==> src/rtl/mips_pkg.sv <==
// Shared MIPS pipeline types and constants for the fetch and decode stages.
package mips_pkg;

    localparam logic [31:0] NOP_INSTR = 32'h0000_0000;
    localparam logic [31:0] PC_STEP   = 32'd4;

    localparam int OPCODE_W = 6;
    localparam int REG_W    = 5;
    localparam int SHAMT_W  = 5;
    localparam int FUNCT_W  = 6;
    localparam int IMM_W    = 16;
    localparam int JIDX_W   = 26;

    typedef struct packed {
        logic [31:0] instr;
        logic [31:0] pc4;
        logic        valid;
    } if_id_t;

    // Signed word offset turned into a byte offset.
    function automatic logic signed [31:0] branch_byte_offset(input logic [IMM_W-1:0] imm);
        logic signed [31:0] ext;
        ext = {{(32-IMM_W){imm[IMM_W-1]}}, imm};
        return ext <<< 2;
    endfunction

endpackage

==> src/rtl/fetch_next_pc.sv <==
// Next-PC selection for the fetch stage: jump over branch over stall over fault park.
module fetch_next_pc
    import mips_pkg::*;
(
    input  logic [31:0]       pc_q,
    input  logic [31:0]       pc4,
    input  logic              stall,
    input  logic              fetch_fault,
    input  logic              branch_taken,
    input  logic [IMM_W-1:0]  branch_imm,
    input  logic              jump_en,
    input  logic [JIDX_W-1:0] jump_idx,
    input  logic [31:0]       redirect_base,
    output logic [31:0]       next_pc,
    output logic              flush
);

    logic signed [31:0] branch_target;
    logic        [31:0] jump_target;

    assign branch_target = $signed(redirect_base) + branch_byte_offset(branch_imm);
    assign jump_target   = {redirect_base[31:28], jump_idx, 2'b00};

    always_comb begin
        next_pc = pc4;
        flush   = jump_en | branch_taken;
        if (jump_en) begin
            next_pc = jump_target;
        end else if (branch_taken) begin
            next_pc = branch_target;
        end else if (stall || fetch_fault) begin
            next_pc = pc_q;
        end
    end

endmodule

==> src/rtl/instruction_fetch.sv <==
// MIPS IF stage: owns the PC, drives instruction memory and captures the IF/ID register.
module instruction_fetch
    import mips_pkg::*;
#(
    parameter logic [31:0] RESET_PC = 32'h0000_0000,
    parameter int          MEM_SIZE = 256
) (
    input  logic              clk,
    input  logic              resetN,
    output logic [31:0]       PC,
    input  logic [31:0]       instruction,
    input  logic              stall,
    input  logic              branch_taken,
    input  logic [IMM_W-1:0]  branch_imm,
    input  logic              jump_en,
    input  logic [JIDX_W-1:0] jump_idx,
    input  logic [31:0]       redirect_base,
    output logic [31:0]       if_id_instr,
    output logic [31:0]       if_id_pc4,
    output logic              if_id_valid,
    output logic              fetch_fault,
    output logic [15:0]       fetch_count
);

    logic [31:0] pc_q;
    logic [31:0] pc4;
    logic [31:0] next_pc;
    logic        flush;
    if_id_t      if_id_p1;
    logic [15:0] count_q;

    assign pc4         = pc_q + PC_STEP;
    assign fetch_fault = (pc_q >= 32'(MEM_SIZE));

    fetch_next_pc u_next_pc (
        .pc_q          (pc_q),
        .pc4           (pc4),
        .stall         (stall),
        .fetch_fault   (fetch_fault),
        .branch_taken  (branch_taken),
        .branch_imm    (branch_imm),
        .jump_en       (jump_en),
        .jump_idx      (jump_idx),
        .redirect_base (redirect_base),
        .next_pc       (next_pc),
        .flush         (flush)
    );

    // ---- IF -> ID boundary ----
    always_ff @(posedge clk or negedge resetN) begin
        if (!resetN) begin
            pc_q     <= RESET_PC;
            if_id_p1 <= '{instr: NOP_INSTR, pc4: 32'h0, valid: 1'b0};
            count_q  <= 16'h0;
        end else begin
            pc_q <= next_pc;
            if (flush) begin
                if_id_p1 <= '{instr: NOP_INSTR, pc4: 32'h0, valid: 1'b0};
            end else if (stall) begin
                if_id_p1 <= if_id_p1;
            end else if (fetch_fault) begin
                if_id_p1 <= '{instr: NOP_INSTR, pc4: pc4, valid: 1'b0};
            end else begin
                if_id_p1 <= '{instr: instruction, pc4: pc4, valid: 1'b1};
                count_q  <= count_q + 16'd1;
            end
        end
    end

    assign PC          = pc_q;
    assign if_id_instr = if_id_p1.instr;
    assign if_id_pc4   = if_id_p1.pc4;
    assign if_id_valid = if_id_p1.valid;
    assign fetch_count = count_q;

endmodule

==> config.mk <==
export PLATFORM = sky130hd
export DESIGN_NAME = instruction_fetch
export DESIGN_NICKNAME = d
export VERILOG_FILES = /design/src/rtl/mips_pkg.sv /design/src/rtl/fetch_next_pc.sv /design/src/rtl/instruction_fetch.sv
export SDC_FILE = /design/constraint.sdc
export NUM_CORES = 1
export LEC_CHECK = 0
export CORE_AREA = 2 2 124 126
export DETAILED_ROUTE_END_ITERATION = 10
export DIE_AREA = 0 0 126 128
export HOLD_SLACK_MARGIN = 0.06
export PLACE_DENSITY = 0.87
export SLEW_MARGIN = 20
export SYNTH_ARGS = -nofsm -noshare
export SYNTH_HDL_FRONTEND = slang
export SYNTH_SLANG_ARGS = --single-unit
==> constraint.sdc <==
create_clock -name clk -period 3.2 [get_ports clk]
set_clock_uncertainty 0.15 [all_clocks]
set_input_delay 0.64 -clock clk [delete_from_list [all_inputs] [get_ports clk]]
set_output_delay 0.64 -clock clk [all_outputs]
set_load 0.05 [all_outputs]
==> results.md, run 1 <==
* Main combinational cell family by area after synthesis: compound AO/OA/AOI/OAI gates
* Placeable core region at 0.0149 sq mm
* Root Buffer: clkbuf_16
* First-pass GRT wire length at 36100 um
* Most common cell in the synthesized netlist: dfrtp_1
* Status: finished, final reports clean
* Mean Syn Cell Area at 8.98 sq um
* Pleak at about 4.5 nW
* CTS Buf Count at 17
* Met2 usage at 47.2%
* Vias in the first global route at 6907
* Max-slew violation count at 0
* Fillers at 1181
* CTS sink count at 113
* Mux share of post-synthesis cell area at 2.81%
* WL per Instance at roughly 18 um
* GR Util All Layers at 28.0%
* Worst Hold Class: in2async
* Busiest grt layer: met2
* Area growth from synthesis to layout at 48.9%
* Skew-Pair Late Insertion Delay at 420 ps
* Die Ht at 128 um
* Hold buffers post-CTS at 0
* Req. time, crit path at 3350 ps
* RSZ-0062 raised after global routing: false
* Post-synthesis simple-gate area fraction at around a fifth
* Congestion Overflow GR at 0
* Antenna diode count at 0
* Port-buffer cells at 224
* Die Width at 126 um
* CP Max Fanout at 3
* Netlist Area Pre-Place at 0.00686 sq mm
* Setup violators final at 0
* Power per cell area at 456 mW/mm^2
* Full die area at 0.0161 sq mm
* Post-route DRC violation count at 0
* Crit Path Class: in2reg
* Max Fclk at 0.338 GHz
* Synth top area share at 41.2%
* Post-DP HPWL at 17000 um
* GPL Wtd Cong at approximately 0.88
* Ys Warns at 0
* Antenna violations before repair at 0
* Reg clk slew, reported paths at 50 ps
* Minimum clock period at 2960 ps
* Post-route clock period utilization at 92.5%
* Seq cells post-synth at 113
* Slew Limit Headroom at 22.2%
* Proportion of layout cells with a drive suffix above 1 at 10.1%
* Post-Synth Adder-Cell Area at 6.12%
* Routed Antenna Nets at 0
* TNS Setup at 0 ps
* Nets@finish at 1178
* Met3 Track Usage GR at 5.26%
* Via density at 5.77
* Met1 track demand over resource at 36.1%
* Seq/Total Area, Yosys at around two fifths
* Async SR Flop Fraction at 100%
* Total number of vias at 7115
* Starting DRT DRC Count at 568
* Clk buf depth at 2
* Synth cell types at 63
* Pin count of the biggest net entering global routing at 59
* Type of origin of the critical path: primary input
* Std-Cell Rows at 45
* Starting density of the core at a little under half
* Synth top cells by count: dfrtp_1, nor2_1, nand2_1
* Maximum vdd drop at 262 uV
* Worst-margin pin slew at between 1000 and 1500 ps
* Post-Synth XOR/XNOR Area at 7.53%
* TritonCTS clock tree: done
* Compound-Gate Fraction of Synth Area at 20.7%
* Drt pass-1 iters at 5
* Post-Syn Nets at 908
* Crit end category: flop
* Post-Syn Instances at around 760
* MaxCap Viol Count at 0
* Worst endpoint data arrival time at 3110 ps
* Leading cell types by total area after synthesis: dfrtp_1, ha_1, nor2_1, a21oi_1, xnor2_1
* Final total power at 4.66 mW
* Ys flop type: dfrtp_1
* Yosys top cell by area: dfrtp_1
* Io pins at 225
* WL final at about 23000 um
* H-tree Lvls at 4
* EDFF count, synth at 0
* Final-report hold violation count at 0
==> routing by layer <==
metal / wire length (um) / part of all wire (%) / up-vias
met1: 9190 / 41 / 3346
met5: 0 / 0 / -
met4: 603 / 2.7 / 0
li1: - / - / 3331
met2: 10900 / 49 / 389
met3: 1800 / 8.0 / 49
==> layout make-up <==
| cell class | count | area (sq um) | area share (%) |
|---|---|---|---|
| Timing Repair Buffer | 287 | 2720 | 26.6 |
| Inverter | 16 | 60.1 | 0.588 |
| Multi-Input combinational cell | 599 | 3830 | 37.5 |
| Sequential cell | 113 | 2830 | 27.7 |
| Clock inverter | 11 | 90.1 | 0.881 |
| Clock buffer | 20 | 457 | 4.47 |
| Tap cell | 188 | 235 | 2.30 |
==> cell families (layout without fill, tap and decap cells) <==
family,count (synthesis),after routing
AND/OR/NAND/NOR,269,269
AO/OA/AOI/OAI,219,219
flip-flops,113,113
XOR/XNOR,59,59
buffers and inverters,52,334
adder cells (fa/ha/maj),33,33
multiplexers,19,19
==> repair_timing <==
action                     in CTS  in global routing
setup endpoints to repair       0                  3
setup buffers                   0                  0
resized for setup               0                  1
==> cell usage in the layout (no fill, tap or decap), types with 7 or more instances in the layout <==
master	instances
mux2i_1	17
inv_1	15
xor2_1	23
a22o_1	32
nor2_1	92
xnor2_1	36
a22oi_1	7
and3_1	21
nand2_1	74
a21oi_1	67
o21ai_0	51
clkbuf_16	17
nand4_1	19
nor3_1	10
clkdlybuf4s50_1	221
ha_1	32
nor4_1	9
nand3_1	24
buf_4	64
dfrtp_1	113
==> worst max-delay path, stage by stage <==
cell and delay, ps:
clkdlybuf4s50_1 470, ha_1 190, fa_1 230, a211oi_2 100, o21ai_0 300, nand4_1 190, a311oi_1 410, nor2_1 120
o21a_1 200, o311ai_0 260
==> registers in the layout, summed over array words and instances (netlist names) <==
signal	count
if_id_pc4	32
if_id_instr	32
fetch_count	16
if_id_valid	1
PC	32
==> report_power, final <==
part,switching (mW),internal (mW),leakage (nW)
combinational,0.752,0.544,2.69
clock,0.655,1.09,0.263
sequential,0.121,1.50,1.51
==> per-stage QoR <==
step | std cells | instance area (sq um) | setup slack, ps | hold WS [ps] | utilization (%)
after floorplan | 764 | 6860 | 242 | 194 | -
after global placement | 1203 | 9670 | -161 | 308 | 65.1
after detailed placement | 1203 | 9670 | -182 | 318 | 65.1
after CTS | 1234 | 10200 | 235 | 116 | 68.7
after global routing | 1234 | 10200 | 63.6 | 161 | 68.8
final | 1234 | 10200 | 240 | 108 | 68.8
==> path summary, 6_finish.rpt <==
path / slack, ps / endpoint / start / depth (start not counted)
worst max-delay path: 240 / PC[30]$_DFFE_PN0P_ / branch_imm[0] / 10
worst min-delay path: 110 / if_id_instr[7]$_DFFE_PN0P_ / resetN / 1
worst max register to register: 470 / if_id_pc4[30]$_DFFE_PN0P_ / PC[2]$_DFFE_PN0P_ / 7
worst min register to register: 330 / fetch_count[15]$_DFFE_PN0P_ / fetch_count[15]$_DFFE_PN0P_ / 1
max in group asynchronous: 2070 / if_id_pc4[15]$_DFFE_PN0P_ / resetN / 2
min in group clk: 330 / fetch_count[15]$_DFFE_PN0P_ / fetch_count[15]$_DFFE_PN0P_ / 1
(Power assumes the default switching activity.)
==> run 2, diff against run 1 <==
- CORE_AREA: 2 2 124 126 -> 2 2 128 130
- DIE_AREA: 0 0 126 128 -> 0 0 130 132
- PLACE_DENSITY: 0.87 -> 0.88
- RECOVER_POWER: not set -> 100
- SYNTH_HIERARCHICAL: not set -> 1
==> run 2 against run 1 <==
Synthesized cell count grew 17%. Design area grew 9.2%. Largest cell class unchanged. Final cell count grew 13%. The flow now finishes with violations (max-capacitance violations, max-slew violations).
==> results.md, run 2 <==
* Status: complete, but fails checks
* Violated checks: max-capacitance violations, max-slew violations
* Compound-Gate Fraction of Synth Area at 21.5%
* Final total power at 4.95 mW
* Most frequent cells in the layout: dlygate4sd3_1, dfrtp_1, nand2_1, a21oi_1, clkdlybuf4s50_1
* Pin count of the biggest net entering global routing at 114
* Ys flop type: dfrtp_1
* Finished Layout Cells at about 1400
* Synth top area share at 37.0%
* Post-route clock period utilization at 95.5%
* Synth cell types at 72
* Io pins at 225
* Commonest non-fill, non-tap cell in the layout: dlygate4sd3_1
* Post-CTS setup buffer count at 0
* TritonCTS clock tree: done
* Std-Cell Rows at 46
* Maximum vdd drop at 375 uV
* Starting density of the core at about half
* MaxCap Viol Count at 2
* Vias in the first global route at 7878
* GR Util All Layers at 28.2%
* Total number of vias at between 8000 and 9000
* Crit end category: flop
* Via density at 5.85
* Antenna violations before repair at 0
* Post-synthesis simple-gate area fraction at 22.0%
* TNS Setup at 0 ps
* Fin worst setup slack at 144 ps
* CTS Buf Count at 17
* Full die area at between 0.015 and 0.02 sq mm
* Mean Syn Cell Area at 8.58 sq um
* Max-slew violation count at 174
* Dpl ws at -376 ps
* Pleak at 5.04 nW
* Yosys top cell by area: dfrtp_1
* Post-place instance area at 0.0106 sq mm
* Netlist Area Pre-Place at ~0.0076 sq mm
* Antenna diode count at 0
* Leading cell types by total area after synthesis: dfrtp_1, a21oi_1, nand2_1, ha_1, nand4_1
* Synth top cells by count: dfrtp_1, nand2_1, a21oi_1
* Drt pass-1 iters at 5
* Req. time, crit path at 3350 ps
* Crit Path Class: in2reg
* Fillers at 1190
* Seq/Total Area, Yosys at 37.0%
* EDFF count, synth at 0
* Root Buffer: clkbuf_16
* WL final at 24300 um
* Die Ht at around 130 um
* First-pass GRT wire length at approximately 40000 um
* Minimum clock period at between 3000 and 4000 ps
* Starting DRT DRC Count at 752
* Port-buffer cells at 224
* WL per Instance at 17.4 um
* Die Width at 130 um
* H-tree Lvls at 4
* Async SR Flop Fraction at 100%
* Final-report hold violation count at 0
* Reg clk slew, reported paths at approximately 60 ps
* Area growth from synthesis to layout at 46.0%
* Nets@finish at 1313
* Power per cell area at 444 mW/mm^2
* Placeable core region at 0.0157 sq mm
* CTS sink count at approximately 110
* Proportion of layout cells with a drive suffix above 1 at 14.1%
* Clk buf depth at 2
* Post-Syn Nets at 1035
* Design Area, Final at approximately 0.011 sq mm
* Most common cell in the synthesized netlist: dfrtp_1
* Seq cells post-synth at roughly 110
* Dpl cells at 1366
* Post-route DRC violation count at 0
* Post-DP HPWL at roughly 18000 um
* Mux share of post-synthesis cell area at between 2 and 3%
* Worst-margin pin slew at 1780 ps
* Worst Hold Class: reg2reg
* Hold buffers post-CTS at 0
* Congestion Overflow GR at 0
* Skew-Pair Late Insertion Delay at 410 ps
* Setup violators final at 0
* Ys Warns at 6
* Max Fclk at 0.327 GHz
* Worst endpoint data arrival time at 3200 ps
* Slew Limit Headroom at -19.0%
* Main combinational cell family by area after synthesis: simple AND/OR/NAND/NOR gates
* GPL Wtd Cong at 0.950
* CP Max Fanout at 3
* Routed Antenna Nets at 0
* RSZ-0062 raised after global routing: false
* Type of origin of the critical path: primary input
* Post-Synth XOR/XNOR Area at 5.84%
* Post-Syn Instances at 891
* Post-Synth Adder-Cell Area at 5.50%
run 2: layer usage:
metal / GRT usage, % / part of all wire, % / vias to the layer above
li1: - / - / 3841
met1: 36.8 / 41 / 3824
met2: 45.9 / 48 / 429
met3: 5.15 / 7.4 / 72
met4: 11.5 / 3.1 / 0
met5: 0 / 0 / -
run 2: cell families after synthesis:
family,after synthesis
AO/OA/AOI/OAI,258
XOR/XNOR,51
adder cells (fa/ha/maj),33
buffers and inverters,88
flip-flops,113
multiplexers,19
AND/OR/NAND/NOR,329
run 2: repair_timing:
item / 4_1_cts / 5_1_grt
endpoints found under the setup margin: 0 / 7
hold endpoints to repair: 0 / 0
resized for setup: 0 / 3
run 2: cell type report:
cell class / count / area [sq um] / area share (%)
clock buffer: 21 / 460 / 4.12
clock inverter: 10 / 159 / 1.42
inverter: 25 / 93.8 / 0.840
multi-input combinational: 690 / 4400 / 39.4
sequential: 113 / 2830 / 25.3
tap: 216 / 270 / 2.42
timing repair buffer: 322 / 2950 / 26.4
run 2: report_power, final:
part	internal, mW	switching [mW]	total, mW
clock	1.34	0.650	1.99
combinational	0.573	0.810	1.38
sequential	1.50	0.0881	1.59
run 2: final timing paths:
check,from,end,slack [ps],cells past startpoint
max,redirect_base[2],PC[30]$_DFF_PN0_,140,12
min,fetch_count[15]$_DFFE_PN0P_,fetch_count[15]$_DFFE_PN0P_,330,1
max reg2reg,PC[29]$_DFF_PN0_,PC[5]$_DFF_PN0_,140,8
min reg2reg,fetch_count[15]$_DFFE_PN0P_,fetch_count[15]$_DFFE_PN0P_,330,1
max in group asynchronous,resetN,PC[18]$_DFF_PN0_,1230,2
min in group asynchronous,resetN,fetch_count[1]$_DFFE_PN0P_,540,2
run 2: through the flow:
step	utilization [%]	hold WS [ps]
3_3_place_gp	67.3	318
6_report	71.1	330
4_1_cts	71.3	183
5_1_grt	71.1	330
2_1_floorplan	-	194
3_5_place_dp	67.3	323
run 2: worst max-delay path, cell delays in order:
cell and delay [ps]:
clkdlybuf4s50_1 420, ha_1 210, fa_1 390, a21o_1 220
a21oi_4 180, o21ai_2 110, a31oi_4 220, o21ai_2 100
a311oi_2 310, buf_4 170, nand3_1 60, and3_1 160
==> run 3, diff against run 2 <==
- CORE_AREA: 2 2 128 130 -> 3 3 129 131
- DIE_AREA: 0 0 130 132 -> 0 0 132 134
==> run 3 against run 2 <==
The flow still finishes with violations (max-capacitance violations, max-slew violations). Sequential share of layout area shrank 0.15 points. Sequential cell count is the same. Critical path depth did not move. Design area grew 0.61%. Die area up 3.1%. Register-to-register slack better by 40 ps. Sequential power barely moved. Critical path type unchanged. Critical endpoint is now PC[26]$_DFF_PN0_.
==> results.md, run 3 (synthesized netlist as in run 2, its figures left out) <==
* H-tree Lvls at 4
* Area growth from synthesis to layout at 46.9%
* CTS sink count at 113
* CP top delay family: compound AO/OA/AOI/OAI gates
* WL per Instance at approximately 18 um
* Full die area at approximately 0.018 sq mm
* GR Util All Layers at 27.7%
* CP Max Fanout at 3
* Status: complete, but fails checks
* Die Width at 132 um
* Worst R2R Path Depth at 9
* Drt pass-1 iters at 6
* Req. time, crit path at 3360 ps
* Commonest non-fill, non-tap cell in the layout: dlygate4sd3_1
* Worst hold path cell count at 1
* Met1 track demand over resource at approximately 35%
* Via density at 5.82
* Final-report hold violation count at 0
* Vias in the first global route at 7984
* Clock power frac at 40.8%
* Switching Share at 31.5%
* Die Ht at approximately 130 um
* Busiest grt layer: met2
* Antenna diode count at 0
* Std-Cell Rows at 46
* Proportion of layout cells with a drive suffix above 1 at 14.7%
* WL final at 24800 um
* Most frequent cells in the layout: dlygate4sd3_1, dfrtp_1, nand2_1, a21oi_1, clkdlybuf4s50_1
* Starting density of the core at 48.7%
* Worst-margin pin slew at 1760 ps
* Total number of vias at 8160
* Setup violators final at 0
* Crit path cell chain: clkdlybuf4s50_1 -> ha_1 -> fa_1 -> a21o_1 -> a21oi_4 -> o21ai_4 -> a31oi_4 -> o21ai_2 -> a311oi_2 -> buf_4 -> nor2_1 -> a211oi_2
* Fin worst setup slack at 129 ps
* Levels on crit path at 12
* Max Fclk at 0.326 GHz
* Congestion Overflow GR at 0
* Comb pwr share at 27.6%
* Worst endpoint data arrival time at 3240 ps
* Met3 Track Usage GR at 5.48%
* Final total power at 5.02 mW
* CTS Buf Count at 17
* Critical Path Start: branch_imm[0]
* GPL Wtd Cong at a little over 0.9
* Slowest library cell on the worst path: clkdlybuf4s50_1
* Placeable core region at ~0.016 sq mm
* Post-DP HPWL at 18400 um
* WHS at 323 ps
* Post-place instance area at 0.0106 sq mm
* Crit end category: flop
* Minimum clock period at around 3100 ps
* Crit Path Class: in2reg
* Io pins at 225
* Antenna violations before repair at 0
* CP max stage delay at 400 ps
* Power per cell area at 447 mW/mm^2
* Critical Path End: PC[26]$_DFF_PN0_
* Root Buffer: clkbuf_16
* Post-route DRC violation count at 0
* First-pass GRT wire length at 40400 um
* Post-route clock period utilization at 96.0%
* Buf+Inv Stages, Crit Path at 2
* Slew Limit Headroom at -17.4%
* Reg clk slew, reported paths at 60 ps
* Pleak at 5.06 nW
* Routed Antenna Nets at 0
* Reg-to-reg endpoint: PC[29]$_DFF_PN0_
* Skew-Pair Late Insertion Delay at about 410 ps
* Flop2flop setup slack at 180 ps
* Sequential power share at 31.6%
* Nets@finish at 1317
* Violated checks: max-capacitance violations, max-slew violations
* Switching pwr at 1.58 mW
* Design Area, Final at 0.0112 sq mm
* Dpl ws at -330 ps
* Max-slew violation count at 73
* Met2 usage at 46.0%
* Pin count of the biggest net entering global routing at 73
* Starting DRT DRC Count at 753
* TritonCTS clock tree: done
* RSZ-0062 raised after global routing: false
* Worst r2r src: PC[9]$_DFF_PN0_
* Type of origin of the critical path: primary input
* MaxCap Viol Count at 1
* Clk buf depth at 2
* Port-buffer cells at about 220
* Worst Hold Class: reg2reg
* Maximum vdd drop at 320 uV
* Internal power at approximately 3.4 mW
[run 3: worst min path at each step]
stage                                      startpoint                     endpoint  slack (ps)
final                     fetch_count[15]$_DFFE_PN0P_  fetch_count[15]$_DFFE_PN0P_         320
after global routing      fetch_count[15]$_DFFE_PN0P_  fetch_count[15]$_DFFE_PN0P_         350
after CTS                                      resetN   fetch_count[5]$_DFFE_PN0P_         240
after detailed placement  fetch_count[15]$_DFFE_PN0P_  fetch_count[15]$_DFFE_PN0P_         320
after global placement    fetch_count[15]$_DFFE_PN0P_  fetch_count[15]$_DFFE_PN0P_         310
after floorplan                                resetN              PC[0]$_DFF_PN0_         190
[run 3: per-layer routing]
| layer | up-vias | wire (um) |
|---|---|---|
| li1 | 3847 | - |
| met1 | 3828 | 10100 |
| met2 | 415 | 12000 |
| met3 | 70 | 1890 |
| met4 | 0 | 871 |
| met5 | - | 0 |
[run 3: power by group through the flow]
stage	Clock (mW)	Combinational [mW]	Sequential (mW)
after floorplan	0	0.557	1.83
after global placement	0	1.37	1.60
after detailed placement	0	1.39	1.61
after CTS	2.07	1.40	1.58
after global routing	2.13	1.49	1.59
final	2.05	1.39	1.59
[run 3: what timing repair did]
item / in CTS / in global routing
endpoints found under the setup margin: 0 / 10
endpoints found under the hold margin: 0 / 0
hold buffers: 0 / 0
gates resized for setup: 0 / 3
setup buffers: 0 / 0
[run 3: final cells by class]
class | instances | area (sq um)
inverter | 25 | 93.8
multi-input combinational | 690 | 4410
fill | 1160 | 4480
timing repair buffer | 326 | 2980
sequential | 113 | 2830
clock buffer | 20 | 467
tap | 216 | 270
clock inverter | 12 | 181
[run 3: through the flow]
stage / std cells / setup TNS [ps] / util [%]
after global routing: 1402 / 0 / 71.5
after global placement: 1370 / -2580 / 67.5
after floorplan: 891 / 0 / -
after CTS: 1402 / 0 / 71.7
after detailed placement: 1370 / -3530 / 67.5
final: 1402 / 0 / 71.5
==> RTL edit, RTL diff (settings of run 1) <==
Set the parameter `MEM_SIZE` to 192 (it was 256).
--- a/src/rtl/instruction_fetch.sv
+++ b/src/rtl/instruction_fetch.sv
@@ -5,3 +5,3 @@
     parameter logic [31:0] RESET_PC = 32'h0000_0000,
-    parameter int          MEM_SIZE = 256
+    parameter int          MEM_SIZE = 192
 ) (
Behaviour: not the same (Yosys sat finds a counterexample within 4 cycles, from zero or initial values and one cycle with resetN low).
==> RTL edit against run 1 <==
- synthesized area is 1.7% lower
- first-iteration DRC count is 19% lower
- maximum frequency is 4.6% lower
- global-route usage is 1.8 points lower
- wire length is 5.8% lower
- cell area is 0.66% higher
- critical path type unchanged
- total power is 0.65% lower
- non-clock buffer count is 28 higher
- sequential cell count stayed put
- core utilization is 0.45 points higher
- worst setup slack worse by 0.14 ns
- register-to-register slack better by 0.20 ns
- final cell count is 1.6% lower
- die area stayed put
==> RTL edit: results (changes against run 1) <==
Drt
The average detailed-routed wire length per instance came to 17.5 um (-4.2%). The post-detailed-route via-to-cell ratio is 5.51 (-4.5%). The number of detailed-route iterations in the first pass is 4 (-1). The number of DRC markers in iteration 0 is 461 (-19%).

Setup path
The setup slack of the most critical reg-to-reg path was 0.67 ns (+0.20 ns). The peak fanout along the critical path is 2 (-1). The worst endpoint data arrival time was 3.28 ns (+0.17 ns).

Finish
The net count of the finished layout came to 1158 (-1.7%). The fill cell instance count of the final layout is 1128 (-4.5%). The proportion of layout cells with a drive suffix above 1 is 15.1% (+5.0 points).

Placement
The global placement routability congestion is 0.920 (+4.9%). The placed wire-length estimate is 16.4 mm (-3.6%). The area of placed instances is 9680 um^2 (about the same).

Outcome
The run finished with clean final reports.

Yosys
The distinct cell type count of the synthesized netlist was 65 (+3.2%). The sequential-to-total area share from yosys stat is 41.9% (+0.73 points). The net count after synthesis is 860 (-5.3%). The dominant register cell in the synthesized netlist is dfrtp_1. The share of flip-flops with an asynchronous set or reset is 100% (unchanged). In the post-synthesis netlist, the biggest area contributors are dfrtp_1, ha_1, xnor2_1.

Sorting the synthesized cells by how often they occur yields dfrtp_1, nor2_1, nand2_1, a21oi_1, o21ai_0.

STA
The headroom to the max-slew limit is 57.1% (+35 points). The worst hold slack after final layout is 0.112 ns (+0.00413 ns).

Pwr
The areal power density over the cells came to 450 nW/um^2 (-1.3%). The maximum vdd drop is 0.315 mV (+20%). The reported net switching power is 1.46 mW (-4.2%). The standby leakage power was 4.57 nW (+2.4%).

Global routing
The global routing usage summed across all routing layers is 26.2% (-1.8 points). The maximum number of pins on one net before global-route repair is 49 (-17%). The first-pass GRT wire length was 33.6 mm (-7.1%). The number of global-route vias before repair is 6487 (-6.1%).

Clock network
The clock transition time at the flip-flop clock pins of the worst setup and hold paths was 0.05 ns (about the same). The number of clock buffers inserted by TritonCTS was 17 (unchanged). The clock latency of the later-clocked register in the worst-skew pair is 0.41 ns. The clock tree root driver cell is clkbuf_16.

Min path
The type of the tightest min-delay check is in2async.
## RTL edit: metal layers
metal	wire (um)	share of wire (%)	global-route usage, %
met2	10100	48	42.7
met3	1620	7.6	6.01
met4	487	2.3	9.76
met1	8990	42	34.3
met5	0	0	0
## RTL edit: what timing repair did
item	in CTS	in global routing
setup buffers	1	3
resized for setup	3	11
setup endpoints to repair	6	7
pin swaps	4	12
## RTL edit: logic make-up after synthesis
logic type / after synthesis / synth area share [%]
and+or+nand+nor: 222 / 15.3
AOI/OAI and AO/OA: 211 / 21.1
DFF: 113 / 41.9
xor gates and xnor gates: 66 / 8.57
buffers and inverters: 49 / 3.62
adders and majority gates: 33 / 6.23
muxes: 22 / 3.30
## RTL edit: per-stage QoR
stage | instances | setup TNS [ns] | setup slack [ns] | power [mW]
floorplan | 716 | 0 | 0.0326 | 2.34
global placement | 1179 | -3.85 | -0.503 | 2.91
detailed placement | 1179 | -4.86 | -0.569 | 2.93
CTS | 1211 | 0 | 0.00594 | 4.64
global route | 1214 | 0 | 0.0169 | 4.82
finish | 1214 | 0 | 0.0974 | 4.63
## RTL edit: worst max-delay path, delay by kind of cell
kind                       cells  cell delay, ns
adders and majority gates      1            0.42
buffers and inverters          2            0.63
AOI/OAI and AO/OA              7            1.44
and+or+nand+nor                2            0.14
## RTL edit: final timing paths
check	endpoint	depth (start not counted)	from
max	PC[28]	12	branch_imm[1]
min	fetch_count[9]	1	resetN
max reg2reg	fetch_count[15]	9	PC[11]
min reg2reg	fetch_count[15]	1	fetch_count[15]
max in group asynchronous	PC[16]	2	resetN
min in group clk	fetch_count[15]	1	fetch_count[15]
## RTL edit: area by class of cell
type | count | share of cell area (%)
sequential | 113 | 27.5
inverter | 13 | 0.474
tap | 188 | 2.29
clock buffer | 25 | 4.91
clock inverter | 6 | 0.292
multi-input combinational | 554 | 36.2
timing repair buffer | 315 | 28.4
## RTL edit: power groups by stage
stage          registers [mW]  clock network [mW]  logic (mW)
6_report                 1.59                1.69        1.35
5_1_grt                  1.59                1.78        1.45
4_1_cts                  1.58                1.72        1.34
3_5_place_dp             1.61                   0        1.32
3_3_place_gp             1.60                   0        1.31
2_1_floorplan            1.85                   0       0.493
